`src/rtl/npc_ctrl.sv`:
```
// npc_ctrl: next-PC selection with stall-deferred redirects, delay-slot flag, fetch address check and redirect counter
module npc_ctrl #(
  parameter logic [31:0] EXC_ENTRY = 32'h0000_4180,
  parameter logic [31:0] PC_LO     = 32'h0000_3000,
  parameter logic [31:0] PC_HI     = 32'h0000_6FFC
) (
  input  logic        clk,
  input  logic        reset,
  input  logic [31:0] pc,
  input  logic        stall,
  input  logic        br_valid,
  input  logic        br_taken,
  input  logic [31:0] br_target,
  input  logic        eret,
  input  logic [31:0] epc,
  input  logic        Req,
  output logic [31:0] next_pc,
  output logic        pc_en,
  output logic        d_bd,
  output logic        f_adel,
  output logic [15:0] redir_cnt
);
  localparam logic [0:0] RUN  = 1'b0;
  localparam logic [0:0] HOLD = 1'b1;
  logic [0:0]  state;
  logic [31:0] pending, seq, redir_addr;
  logic        redir, chg;
  assign seq        = pc + 32'd4;
  assign redir      = eret | (br_valid & br_taken);
  assign redir_addr = eret ? epc : br_target;
  assign f_adel     = (pc[1:0] != 2'b00) | (pc < PC_LO) | (pc > PC_HI);
  always_comb begin
    next_pc = Req ? EXC_ENTRY : redir ? redir_addr : (state == HOLD) ? pending : seq;
    pc_en   = reset | Req | ~stall;
    chg     = (Req | redir | (state == HOLD)) & (next_pc != seq);
  end
  always_ff @(posedge clk) begin
    if (reset) begin
      state     <= RUN;
      pending   <= '0;
      d_bd      <= 1'b0;
      redir_cnt <= '0;
    end else begin
      if (pc_en) d_bd <= br_valid & ~Req;
      if (pc_en && chg && redir_cnt != 16'hFFFF) redir_cnt <= redir_cnt + 16'd1;
      // a redirect arriving under stall is parked until the stall releases
      if (Req) begin
        state   <= RUN;
        pending <= '0;
      end else if (stall && redir) begin
        state   <= HOLD;
        pending <= redir_addr;
      end else if (!stall) begin
        state <= RUN;
      end
    end
  end
endmodule
```
`config.mk`:
```
export PLATFORM = sky130hd
export DESIGN_NAME = npc_ctrl
export DESIGN_NICKNAME = d
export VERILOG_FILES = /design/src/rtl/npc_ctrl.sv
export SDC_FILE = /design/constraint.sdc
export NUM_CORES = 1
export LEC_CHECK = 0
export ABC_AREA = 1
export CORE_MARGIN = 2
export CORE_UTILIZATION = 53
export DETAILED_ROUTE_END_ITERATION = 7
export PLACE_DENSITY = 0.91
export SYNTH_ARGS = -nofsm -noshare
export SYNTH_HDL_FRONTEND = slang
export SYNTH_SLANG_ARGS = --single-unit
```
`constraint.sdc`:
```
create_clock -name clk -period 3.59 [get_ports clk]
set_clock_uncertainty 0.05 [all_clocks]
set_input_delay 0.5385 -clock clk [delete_from_list [all_inputs] [get_ports clk]]
set_output_delay 0.5385 -clock clk [all_outputs]
set_load 0.05 [all_outputs]
```
**Word-level counts from Yosys, hierarchy flattened**

Cells that the tools add are included.

- Register bits after elaboration: 50
- Input port bits: 103
- Output and inout port bits: 51
- Logic and storage cells: 34

- Multiplexer cells: 6
- Add/subtract/negate cells: 2
- Bitwise gates (word level): 12
- Reductions and logical operators: 5
- Eq/ne operators: 3
- Magnitude comparators: 2

Operators by type and width:

| cell | count |
|---|---|
| two-way mux 32 bit | 4 |
| adder 32 x 3 -> 32 bit, second input constant | 1 |
| > comparator 32 x 15 -> 1 bit, second input constant | 1 |
| < comparator 32 x 14 -> 1 bit, second input constant | 1 |
| inequality test 32 bit | 1 |
| adder 16 x 1 -> 16 bit, second input constant | 1 |
| inequality test 16 bit, second input constant | 1 |
| OR 1 bit | 7 |
| bitwise AND 1 bit | 3 |
| logical AND 1 bit | 3 |
| two-way mux 1 bit | 2 |
| inequality test 2 x 1 -> 1 bit, second input constant | 1 |
| NOT 1 bit | 2 |
| nonzero test 2 bit | 1 |
| OR reduction 2 bit | 1 |

**Longest topological paths before layout**

- Depth after elaboration: 8
- Gate-level depth with buffers: 22

**Worst setup path before layout**

OpenSTA, ideal clock, no wires.

- Path type: input port to output port
- Start: input port eret
- End: output port next_pc[28]
- Path buffers: 2
- Stages on the path: 6
- Arrival time: 2.427 ns
- Data required time: 3.002 ns
- Slack: 0.575 ns
- Path through: inv_2 nand2_1 buf_2 buf_2 a21oi_1 a21boi_0

- Longest elaborated chain between the ends: 3
- Elaborated cells on any way between the ends: 4

Ends and longest elaborated chain:

| element | line | text |
|---|---|---|
| from (decl) | 14 | `input logic eret,` |
| two-way mux 32 bit / OR 1 bit (equally long branches) | 30, 29 |  |
| two-way mux 32 bit * (2 in series) | 33 | `next_pc = Req ? EXC_ENTRY : redir ? redir_addr : (state == HOLD) ? pending : seq;` |
| to (decl) | 17 | `output logic [31:0] next_pc,` |

Mark *: on every way between the ends. The rest lies on a longest branch, timed or not.

**Worst setup path in the final report**

- Start: input port pc[2]
- End: register redir_cnt[10]

- Longest elaborated chain between the ends: 8

Ends and longest elaborated chain:

| element | line | text |
|---|---|---|
| from (decl) | 9 | `input logic [31:0] pc,` |
| adder 32 x 3 -> 32 bit * | 28 | `assign seq = pc + 32'd4;` |
| two-way mux 32 bit (3 in series) | 33 |  |
| inequality test 32 bit * | 35 | `chg = (Req \| redir \| (state == HOLD)) & (next_pc != seq);` |
| bitwise AND 1 bit * | 35 |  |
| logical AND 1 bit * (2 in series) | 45 | `if (pc_en && chg && redir_cnt != 16'hFFFF) redir_cnt <= redir_cnt + 16'd1;` |
| to (signal assigned) | 45 |  |
| to (decl) | 21 | `output logic [15:0] redir_cnt` |

Marks and branches as above.
A chain may end at the register's enable or synchronous reset.

==> summary by stage <==
Status
The run finished with clean final reports.

Die
Pin placement for this block handled 154 I/O pins. The overall die height is 104 um. The total die area is 10800 sq um. The floorplan die width is 104 um.

The core footprint is 9730 sq um. For this configuration, the core starts out at a cell density of 0.544. The number of placement rows is 36.

Synthesis
The async set-or-reset flop fraction in the synthesized netlist is 0. The cell area that synthesis handed to floorplanning was 5290 sq um. For this run, the leading register cell type out of synthesis is sky130_fd_sc_hd__dfxtp_1. For this run, the number of Yosys warnings is 0. After synthesis the netlist holds a flip-flop and latch count of 50. The number of distinct standard cells referenced by the synthesized netlist is 40. Summed over all instances, the cell type with the most area after synthesis is sky130_fd_sc_hd__nand2_1.

Of the post-synthesis cell area, the dominant cell type holds 0.231. Sorting the synthesized cells by area gives the leading types as sky130_fd_sc_hd__nand2_1 23%, sky130_fd_sc_hd__dfxtp_1 19%, sky130_fd_sc_hd__inv_1 9.1%, sky130_fd_sc_hd__nand3_1 7.2%, sky130_fd_sc_hd__a21oi_1 6.0%. In this run the mean area of a mapped cell was 5.49 sq um. When the netlist entered floorplanning its net count stood at 1069. The share of the Yosys chip area taken by registers is 0.189. Synthesis handed over a netlist of 964 instances.

The count of flip-flops with a built-in enable after synthesis is 0.

CTS
The post-CTS setup repair buffer count is 0. The CTS tree is done. Gates resized during post-CTS repair numbered 0.

After clock tree synthesis, the clock-pin slew on the worst setup and hold paths is 90 ps. The quantity of hold-fixing buffers added after cts is 0. The number of CTS-inserted buffers is 5. At the later pin of the worst-skew pair, clock insertion delay measures 310 ps.

The H-tree depth reported by CTS is 2. The root buffer cell is sky130_fd_sc_hd__clkbuf_8. The sink count of the clock tree is 50. The buffer levels on the longest clock path is 2.

Drt
The length of routed met3 wiring is 1490 um. Wires add up to 17600 um. After detailed routing, the met2 layer carries 8390 um of wire.

The uppermost layer routed is met4. For this block, the initial DRC count from the detailed router was 534. The average detailed-routed wire length per instance is 14.3 um.

The number of remaining DRC errors is 0. In this run the remaining antenna-violating nets after routing total 0. Using the TritonRoute via totals, the vias-per-cell ratio works out to 5.46. The number of optimization iterations in the first detailed-route pass is 5. After detailed routing, the wire length on met1 is 6960 um. Detailed routing inserted a total of 6737 vias.

Cells and area
The multi-input logic area is 3530 sq um. Relative to the synthesized area, the layout overhead comes to 38.4%. 0 antenna diodes ended up in the layout. In the final design database the tool counted 1207 nets. Once layout is complete, the utilization of the core stands at 0.752.

The layout has 790 filler cells. The library cell used most frequently in the layout, excluding fill and tap cells, is sky130_fd_sc_hd__nand2_1. In the layout the commonest cells are 325 x sky130_fd_sc_hd__nand2_1, 128 x sky130_fd_sc_hd__inv_1, 119 x sky130_fd_sc_hd__clkdlybuf4s50_1. Registers take 1000 sq um. The fraction of final layout cells with drive strength greater than 1 is 0.101.

Global route
The number of global-route vias before repair is 6161. In the global route stage, overall resource usage came out at 0.317. The initial antenna violation count was 0. The pin count of the biggest net entering global routing is 54. The total global routing overflow is 0. The first global-routing pass estimated 28300 um of wire.

Worst setup path
The endpoint class of the critical path is a flip-flop. The endpoint of the lowest-slack register-to-register path is redir_cnt[13]$_SDFFE_PP0P_. The worst reg2reg path startpoint is redir_cnt[0]$_SDFFE_PP0P_. STA puts the critical path data required time at 3750 ps. The category of the critical setup timing path is input pin to flip-flop. The capture point of the worst path is redir_cnt[10]$_SDFFE_PP0P_. Data arrives at the worst endpoint at 3510 ps. The worst setup path is launched from an input pin.

The worst-case register-to-register setup slack is 800 ps. The largest fanout on the critical path is 30. In this run the worst setup path begins at pc[2]. The number of cells on the worst reg-to-reg path is 14.

STA
For this run, the top clock speed supported by timing is 299 MHz. The worst pin sits at a relative slew slack of 0.551. The number of hold violations in the final report came to 0.

The smallest clock period supported by the final layout is computed as 3350 ps. The post-route setup TNS is 0 ps. Across all setup checks in the final design, the least slack found is 244 ps. Setup violations remaining at the end of the flow were counted as 0.

The max-slew violation count is 0. The actual transition at the worst max-transition pin is 672 ps. The post-route fraction of the period consumed by the critical path is 0.932. Setup repair after global routing left no endpoint under its margin.

Pwr
The total power of the final layout is 1820 uW. In this run the static leakage power is 0.00363 uW. The worst-case IR drop observed on VDD is 0.171 mV. In this run the power density over the cells is 249 nW/um^2.

Place
The number of buffers added on ports is 153. OpenSTA, run right after detailed placement, puts the worst setup slack at 7.24 ps. At the end of routability-driven placement, the weighted congestion stood at 1.04.

Detailed placement finished with a half-perimeter wire length of 13900 um.

Min path
The kind of path behind the tightest hold check is flip-flop to flip-flop.

Run
Max-cap violations in this run came to 0.
registers in the layout, indices dropped and copies added (netlist names):
signal	count
pending	32
redir_cnt	16
d_bd	1
state	1
worst min-delay path by stage:
stage / to / depth (start not counted) / slack [ps] / startpoint
3_5_place_dp: pending[8]$_SDFFE_PP0P_ / 2 / 390 / pending[8]$_SDFFE_PP0P_
6_report: pending[8]$_SDFFE_PP0P_ / 2 / 410 / pending[8]$_SDFFE_PP0P_
3_3_place_gp: pending[8]$_SDFFE_PP0P_ / 2 / 390 / pending[8]$_SDFFE_PP0P_
4_1_cts: pending[8]$_SDFFE_PP0P_ / 2 / 410 / pending[8]$_SDFFE_PP0P_
5_1_grt: pending[7]$_SDFFE_PP0P_ / 2 / 440 / pending[7]$_SDFFE_PP0P_
2_1_floorplan: pending[3]$_SDFFE_PP0P_ / 2 / 380 / pending[3]$_SDFFE_PP0P_
cell type report:
class | count | area share
sequential | 50 | 0.137
multi-input combinational | 724 | 0.482
clock inverter | 1 | 0.00410
inverter | 155 | 0.0795
clock buffer | 6 | 0.0113
tap | 133 | 0.0227
timing repair buffer | 166 | 0.264
power by group:
group | switching, uW | total (uW) | internal (uW)
Clock | 199 | 423 | 223
Sequential | 11.1 | 584 | 573
Combinational | 472 | 813 | 341
Total | 682 | 1820 | 1140
cell usage after synthesis (all sizes together) (2+ instances only):
master  number
ha           2
xor2         2
buf         23
nand3       79
dfxtp       50
o21ai       34
a31oi        3
clkbuf      12
nand3b      11
nand2      337
a21oi       63
nand4       26
clkinv      22
xnor2        2
mux2i       18
nor3         9
nor2       109
and2         4
nor4         3
inv        133
a211oi      12
a311oi       2
or2          4
through the flow:
step	hold WS, ps	area (sq um)	instances
3_3_place_gp	391	7210	1228
6_report	409	7320	1235
4_1_cts	409	7320	1235
3_5_place_dp	393	7210	1228
2_1_floorplan	379	5290	964
5_1_grt	436	7320	1235
layer usage:
layer | vias up | global-route usage
li1 | 3331 | -
met1 | 2967 | 0.381
met2 | 376 | 0.550
met3 | 63 | 0.0526
met4 | 0 | 0.147
met5 | - | 0
critical path: stages:
cell                              delay, ps
sky130_fd_sc_hd__clkdlybuf4s50_1        590
sky130_fd_sc_hd__ha_1                   240
sky130_fd_sc_hd__inv_1                  100
sky130_fd_sc_hd__nor2_4                 200
sky130_fd_sc_hd__nand2_2                110
sky130_fd_sc_hd__nor2_4                 170
sky130_fd_sc_hd__nand3_1                 80
sky130_fd_sc_hd__nand2_1                120
sky130_fd_sc_hd__nand2_1                 60
sky130_fd_sc_hd__nand2_1                 80
sky130_fd_sc_hd__nand2_1                 70
sky130_fd_sc_hd__nand2_1                 60
sky130_fd_sc_hd__nand2_1                 50
sky130_fd_sc_hd__nor2_1                 120
sky130_fd_sc_hd__nand2_1                 90
sky130_fd_sc_hd__nor2_2                 140
sky130_fd_sc_hd__nand3_4                300
sky130_fd_sc_hd__nand3_1                180
sky130_fd_sc_hd__nand2_1                 80
sky130_fd_sc_hd__clkinv_1                60
sky130_fd_sc_hd__nor2_2                  30
kinds of logic (layout without fill, tap and decap cells):
group,count (synthesis),after routing,share of synthesized area
and+or+nand+nor,582,582,0.498
buffers and inverters,190,328,0.145
AOI/OAI and AO/OA,118,118,0.122
DFF,50,50,0.189
muxes,18,18,0.0341
xor gates and xnor gates,4,4,0.00663
adders and majority gates,2,2,0.00473
Power figures use the tool's default switching activity.
